==> config.mk <==
export PLATFORM = sky130hd
export DESIGN_NAME = uart_tx_engine
export DESIGN_NICKNAME = d
export VERILOG_FILES = /design/src/rtl/uart_pkg.sv /design/src/rtl/uart_baud_cnt.sv /design/src/rtl/uart_tx_engine.sv
export SDC_FILE = /design/constraint.sdc
export NUM_CORES = 1
export LEC_CHECK = 0
export ABC_AREA = 1
export BUFFER_PORTS_ARGS = -buffer_cell sky130_fd_sc_hd__buf_2
export CAP_MARGIN = 20
export CORE_ASPECT_RATIO = 0.6
export CORE_UTILIZATION = 51
export DETAILED_ROUTE_END_ITERATION = 10
export GPL_ROUTABILITY_DRIVEN = 0
export PLACE_DENSITY = 0.74
export SYNTH_ARGS = -nofsm -noshare
export SYNTH_HDL_FRONTEND = slang
export SYNTH_SLANG_ARGS = --single-unit
==> constraint.sdc <==
create_clock -name clk -period 1.5 [get_ports clk]
set_input_delay 0.15 -clock clk [delete_from_list [all_inputs] [get_ports clk]]
set_output_delay 0.15 -clock clk [all_outputs]
set_load 0.02 [all_outputs]
==> src/rtl/uart_pkg.sv <==
// Shared UART definitions: frame levels, data width and FSM state encoding.
// The PARITY state exists only when UART_TX_PARITY_EN is defined.
package uart_pkg;

   localparam int   DATA_BITS   = 8;
   localparam logic IDLE_LEVEL  = 1'b1;
   localparam logic START_LEVEL = 1'b0;
   localparam logic STOP_LEVEL  = 1'b1;

   typedef enum logic [2:0] {
      ST_IDLE   = 3'd0,
      ST_REQ    = 3'd1,
      ST_LOAD   = 3'd2,
      ST_START  = 3'd3,
      ST_DATA   = 3'd4,
`ifdef UART_TX_PARITY_EN
      ST_PARITY = 3'd6,
`endif
      ST_STOP   = 3'd5
   } uart_state_e;

`ifdef UART_TX_PARITY_EN
   function automatic logic even_parity(input logic [DATA_BITS-1:0] d);
      return ^d;
   endfunction
`endif

endpackage

==> src/rtl/uart_baud_cnt.sv <==
// Bit-period counter: counts 0..CLKS_PER_BIT-1, wraps on tick, clears on demand.
// pre_tick_o flags the cycle before tick so registered outputs can land on the last cycle.
module uart_baud_cnt #(
   parameter int CLKS_PER_BIT = 868,
   parameter int CW           = (CLKS_PER_BIT > 1) ? $clog2(CLKS_PER_BIT) : 1
) (
   input  logic clk,
   input  logic rstn,
   input  logic clr_i,
   output logic tick_o,
   output logic pre_tick_o
);

   logic [CW-1:0] cnt_q;
   logic [CW-1:0] cnt_d;

   assign tick_o     = (cnt_q == CW'(CLKS_PER_BIT - 1));
   assign pre_tick_o = (cnt_q == CW'(CLKS_PER_BIT - 2));

   always_comb begin
      cnt_d = cnt_q + CW'(1);
      if (clr_i || tick_o) begin
         cnt_d = '0;
      end
   end

   always_ff @(posedge clk or negedge rstn) begin
      if (!rstn) begin
         cnt_q <= '0;
      end else begin
         cnt_q <= cnt_d;
      end
   end

endmodule

==> src/rtl/uart_tx_engine.sv <==
// UART transmitter: requests a byte on tx_start, then sends it 8N1 LSB first.
// Define UART_TX_PARITY_EN to insert an even-parity bit (8E1).
module uart_tx_engine
   import uart_pkg::*;
#(
   parameter int CLK_FREQ = 100000000,
   parameter int BAUD     = 115200
) (
   input  logic                 clk,
   input  logic                 rstn,
   input  logic                 tx_start,
   input  logic [DATA_BITS-1:0] tdata,
   output logic                 tdata_req,
   output logic                 uart_tx,
   output logic                 tx_busy,
   output logic                 tx_done,
   output logic [2:0]           dbg_state
);

   localparam int CLKS_PER_BIT = CLK_FREQ / BAUD;
   localparam int CW           = (CLKS_PER_BIT > 1) ? $clog2(CLKS_PER_BIT) : 1;
   localparam int IDX_W        = $clog2(DATA_BITS);

   uart_state_e            state_q;
   logic [DATA_BITS-1:0]   shift_q;
   logic [IDX_W-1:0]       bit_idx_q;
   logic                   uart_tx_q;
   logic                   tdata_req_q;
   logic                   tx_busy_q;
   logic                   tx_done_q;
`ifdef UART_TX_PARITY_EN
   logic                   parity_q;
`endif

   logic baud_clr;
   logic baud_tick;
   logic baud_pre_tick;

   // The counter idles at zero outside the bit states; every bit-state exit
   // happens on a tick, where the counter wraps, so each new state starts at 0.
   assign baud_clr = (state_q == ST_IDLE) || (state_q == ST_REQ) || (state_q == ST_LOAD);

   uart_baud_cnt #(
      .CLKS_PER_BIT (CLKS_PER_BIT),
      .CW           (CW)
   ) u_baud (
      .clk        (clk),
      .rstn       (rstn),
      .clr_i      (baud_clr),
      .tick_o     (baud_tick),
      .pre_tick_o (baud_pre_tick)
   );

   always_ff @(posedge clk or negedge rstn) begin
      if (!rstn) begin
         state_q     <= ST_IDLE;
         shift_q     <= '0;
         bit_idx_q   <= '0;
         uart_tx_q   <= IDLE_LEVEL;
         tdata_req_q <= 1'b0;
         tx_busy_q   <= 1'b0;
         tx_done_q   <= 1'b0;
`ifdef UART_TX_PARITY_EN
         parity_q    <= 1'b0;
`endif
      end else begin
         tdata_req_q <= 1'b0;
         tx_done_q   <= 1'b0;
         case (state_q)
            ST_IDLE: begin
               uart_tx_q <= IDLE_LEVEL;
               if (tx_start) begin
                  state_q     <= ST_REQ;
                  tdata_req_q <= 1'b1;
                  tx_busy_q   <= 1'b1;
               end
            end
            ST_REQ: begin
               state_q <= ST_LOAD;
            end
            ST_LOAD: begin
               shift_q   <= tdata;
               bit_idx_q <= '0;
`ifdef UART_TX_PARITY_EN
               parity_q  <= even_parity(tdata);
`endif
               uart_tx_q <= START_LEVEL;
               state_q   <= ST_START;
            end
            ST_START: begin
               if (baud_tick) begin
                  uart_tx_q <= shift_q[0];
                  state_q   <= ST_DATA;
               end
            end
            ST_DATA: begin
               if (baud_tick) begin
                  shift_q   <= shift_q >> 1;
                  bit_idx_q <= bit_idx_q + IDX_W'(1);
                  if (bit_idx_q == IDX_W'(DATA_BITS - 1)) begin
`ifdef UART_TX_PARITY_EN
                     uart_tx_q <= parity_q;
                     state_q   <= ST_PARITY;
`else
                     uart_tx_q <= STOP_LEVEL;
                     state_q   <= ST_STOP;
`endif
                  end else begin
                     uart_tx_q <= shift_q[1];
                  end
               end
            end
`ifdef UART_TX_PARITY_EN
            ST_PARITY: begin
               if (baud_tick) begin
                  uart_tx_q <= STOP_LEVEL;
                  state_q   <= ST_STOP;
               end
            end
`endif
            ST_STOP: begin
               // Raised one cycle early so the registered pulse sits on the last stop cycle.
               if (baud_pre_tick) begin
                  tx_done_q <= 1'b1;
               end
               if (baud_tick) begin
                  tx_busy_q <= 1'b0;
                  state_q   <= ST_IDLE;
               end
            end
            default: begin
               uart_tx_q <= IDLE_LEVEL;
               tx_busy_q <= 1'b0;
               state_q   <= ST_IDLE;
            end
         endcase
      end
   end

   assign uart_tx   = uart_tx_q;
   assign tdata_req = tdata_req_q;
   assign tx_busy   = tx_busy_q;
   assign tx_done   = tx_done_q;
   assign dbg_state = state_q;

endmodule

==> flow_metrics.env <==
export IMPL_power_density_mw_per_mm2=1720
export IMPL_dieHeight_um=44.5
export IMPL_max_slew_margin_pct=58.9
export IMPL_ff2ff_path_depth=7
export IMPL_crit_path_start="u_baud.cnt_q[1]$_DFF_PN0_"
export IMPL_finalCritPeriodShare_pct=94.0
export IMPL_hold_path_class="input port to flop"
export IMPL_areaGrowthSynthToFinish_pct=15.0
export IMPL_async_flop_share_pct=100
export IMPL_clk_latency_ns=0.27
export IMPL_total_power_mw=3.04
export IMPL_p_leak_nw=0.894
export IMPL_crit_path_end_kind="flop"
export IMPL_cp_depth=7
export IMPL_pwr_share_comb_pct=42.9
export IMPL_tns_ns=0
export IMPL_critPathSlowestCell="dfrtp_1"
export IMPL_drt_pass1_iter_count=4
export IMPL_critPathLaunchType="flop"
export IMPL_status="complete, no violations"
export IMPL_fin_worst_skew_ns=0.00562
export IMPL_maxCapViolations=0
export IMPL_cts_sinks=28
export IMPL_critPathRequiredTime_ns=1.71
export IMPL_design_area_mm2=0.00177
export IMPL_rsz0062_at_grt="true"
export IMPL_overflow=0
export IMPL_drv_slew=0
export IMPL_power_share_sequential_pct=37.7
export IMPL_path_max_fanout=17
export IMPL_layout_common_cells="50 x nand2_1, 27 x dfrtp_1, 22 x inv_1"
export IMPL_drc=0
export IMPL_cp_data_arrival_time_ns=1.62
export IMPL_core_rowCount=14
export IMPL_setup_ws_ns=0.0899
export IMPL_clkTransAtPathRegs_ns=0.09
export IMPL_cts_buffer_depth=2
export IMPL_ys_seq_elements=28
export IMPL_die_w_um=72.9
export IMPL_placed_cell_area_mm2=0.00165
export IMPL_core_mm2=0.00268
export IMPL_setup_violations=0
export IMPL_yosys_warnings=0
export IMPL_wire_per_inst_um=11.9
export IMPL_worstSetupPathType="flop to flop"
export IMPL_worstPathCellList="ha_1 -> nand3_1 -> nor2_2 -> nand3_4 -> nand2_8 -> nand2_1 -> o21ai_1"
export IMPL_hpwlAfterDp_mm=2.26
export IMPL_yosysSeqAreaShare_pct=45.7
export IMPL_cts_made_buffers=3
export IMPL_final_min_clock_period_ns=1.41
export IMPL_place_ws_ns=0.00273
export IMPL_fill_cells=232
export IMPL_drive_above_1_share_pct=19.5
export IMPL_syn_area_per_cell_um2=7.92
export IMPL_clk_root_buffer_cell="clkbuf_8"
export IMPL_power_frac_clock_pct=19.3
export IMPL_crit_path_end="shift_q[1]$_DFFE_PN0P_"
export IMPL_grt_max_degree=29
export IMPL_internal_power_mw=1.79
export IMPL_cpLargestDelayFamily="simple AND/OR/NAND/NOR gates"
export IMPL_antenna_cells=0
export IMPL_grt_antenna_before_repair=0
export IMPL_initial_core_util_pct=57.3
export IMPL_switchingPower_mw=1.24
export IMPL_irDropWorstVdd_mv=0.895
export IMPL_die_area_mm2=0.00324
export IMPL_nNetsFinal=231
export IMPL_vias=1280
export IMPL_grt_pass1_wl_mm=5.09
export IMPL_htreeDepth=1
export IMPL_synth_ff_type="dfrtp_1"
export IMPL_numPortBuffers=17
export IMPL_gr_usage_all_layers_pct=21.1
export IMPL_final_common_cell="nand2_1"
export IMPL_syn_area_mm2=0.00154
export IMPL_io_pins=18
export IMPL_holdPathStages=3
export IMPL_yosys_cell_types_count=28
export IMPL_finalHoldViolations=0
export IMPL_via_per_inst=5.02
export IMPL_r2r_setup_slack_ns=0.09
export IMPL_drtIter0Drc=152
export IMPL_max_freq_mhz=709
export IMPL_critPathMaxStageDelay_ns=0.39
export IMPL_syn_inst=194
export IMPL_synth_edf_count=0
export IMPL_routed_wirelength_mm=3.04
export IMPL_max_slew_worst_pin_slew_ns=0.617
export IMPL_path_buf_inv=0
export IMPL_r2r_end="shift_q[1]$_DFFE_PN0P_"
export IMPL_grt_pass1_vias=1134
export IMPL_cts_tree="done"
export IMPL_regToRegStartpoint="u_baud.cnt_q[1]$_DFF_PN0_"
export IMPL_p_sw_share_pct=41.0
export IMPL_syn_nets=209
export IMPL_ant_nets=0
through the flow:
stage	util, %	instances	hold slack, ns
floorplan	-	194	-0.146
global placement	61.7	249	0.191
detailed placement	61.7	249	0.200
CTS	64.8	254	0.105
global route	65.9	255	0.121
finish	65.9	255	0.110
sequential cells by signal, indices dropped and copies added (netlist names):
signal	cells
tx_busy	1
bit_idx_q	3
dbg_state	3
tdata_req	1
shift_q	8
u_baud.cnt_q	10
tx_done	1
uart_tx	1
how the worst min path moves through the flow:
stage                                           end  startpoint
after floorplan            bit_idx_q[0]$_DFFE_PN0P_        rstn
after global placement    u_baud.cnt_q[9]$_DFF_PN0_        rstn
after detailed placement  u_baud.cnt_q[3]$_DFF_PN0_        rstn
after CTS                       tdata_req$_DFF_PN0_    tx_start
after global routing            tdata_req$_DFF_PN0_    tx_start
final                           tdata_req$_DFF_PN0_    tx_start
worst min-delay path, cell delays in order:
cell	delay, ns
buf_2	0.09
nand2_1	0.06
inv_1	0.05
kinds of logic (layout without fill, tap and decap cells):
family | Yosys count | after routing | share of synthesized area (%)
AND/OR/NAND/NOR | 105 | 105 | 32.7
buffers and inverters | 32 | 53 | 9.45
flip-flops | 28 | 28 | 45.7
AO/OA/AOI/OAI | 23 | 23 | 7.82
adder cells (fa/ha/maj) | 4 | 4 | 3.26
XOR/XNOR | 2 | 2 | 1.14
cells in the mapped netlist (2+ instances only):
master	instances	area, µm²
nor3_1	7	35.0
inv_2	4	15.0
dfrtp_1	27	676
o21ai_1	6	30.0
nand3_1	19	95.1
buf_2	2	10.0
o21ai_0	11	55.1
ha_1	4	50.1
xor2_1	2	17.5
a21oi_1	3	15.0
nor2_1	15	56.3
inv_1	22	82.6
nor3b_1	2	15.0
nand2_1	51	191
nand4_1	4	25.0
nand2_2	3	18.8
per-layer routing:
layer | global-route usage, % | share of wire, %
met1 | 30.8 | 53
met4 | 3.92 | 0.26
met2 | 31.4 | 42
met3 | 6.38 | 4.7
met5 | 0 | 0
power groups by stage:
stage / sequential (mW) / combinational, mW / clock, mW
after detailed placement: 1.16 / 1.26 / 0
after global placement: 1.15 / 1.22 / 0
after global routing: 1.17 / 1.48 / 0.622
after CTS: 1.15 / 1.27 / 0.602
final: 1.14 / 1.30 / 0.587
after floorplan: 1.18 / 0.968 / 0
layout make-up:
class	instances	area, µm²	area share (%)
multi-input combinational	134	713	40.4
sequential	28	702	39.7
timing repair buffer	23	133	7.51
inverter	26	97.6	5.52
tap	40	50.0	2.83
clock buffer	3	41.3	2.34
clock inverter	1	30.0	1.70
what timing repair did:
| action | in CTS | in global routing |
|---|---|---|
| endpoints found under the setup margin | 2 | 22 |
| setup buffers | 0 | 1 |
| pin swaps | 0 | 1 |
| gates resized for setup | 1 | 4 |
| hold buffers | 1 | 0 |
| endpoints found under the hold margin | 27 | 0 |
(Power assumes the default switching activity.)
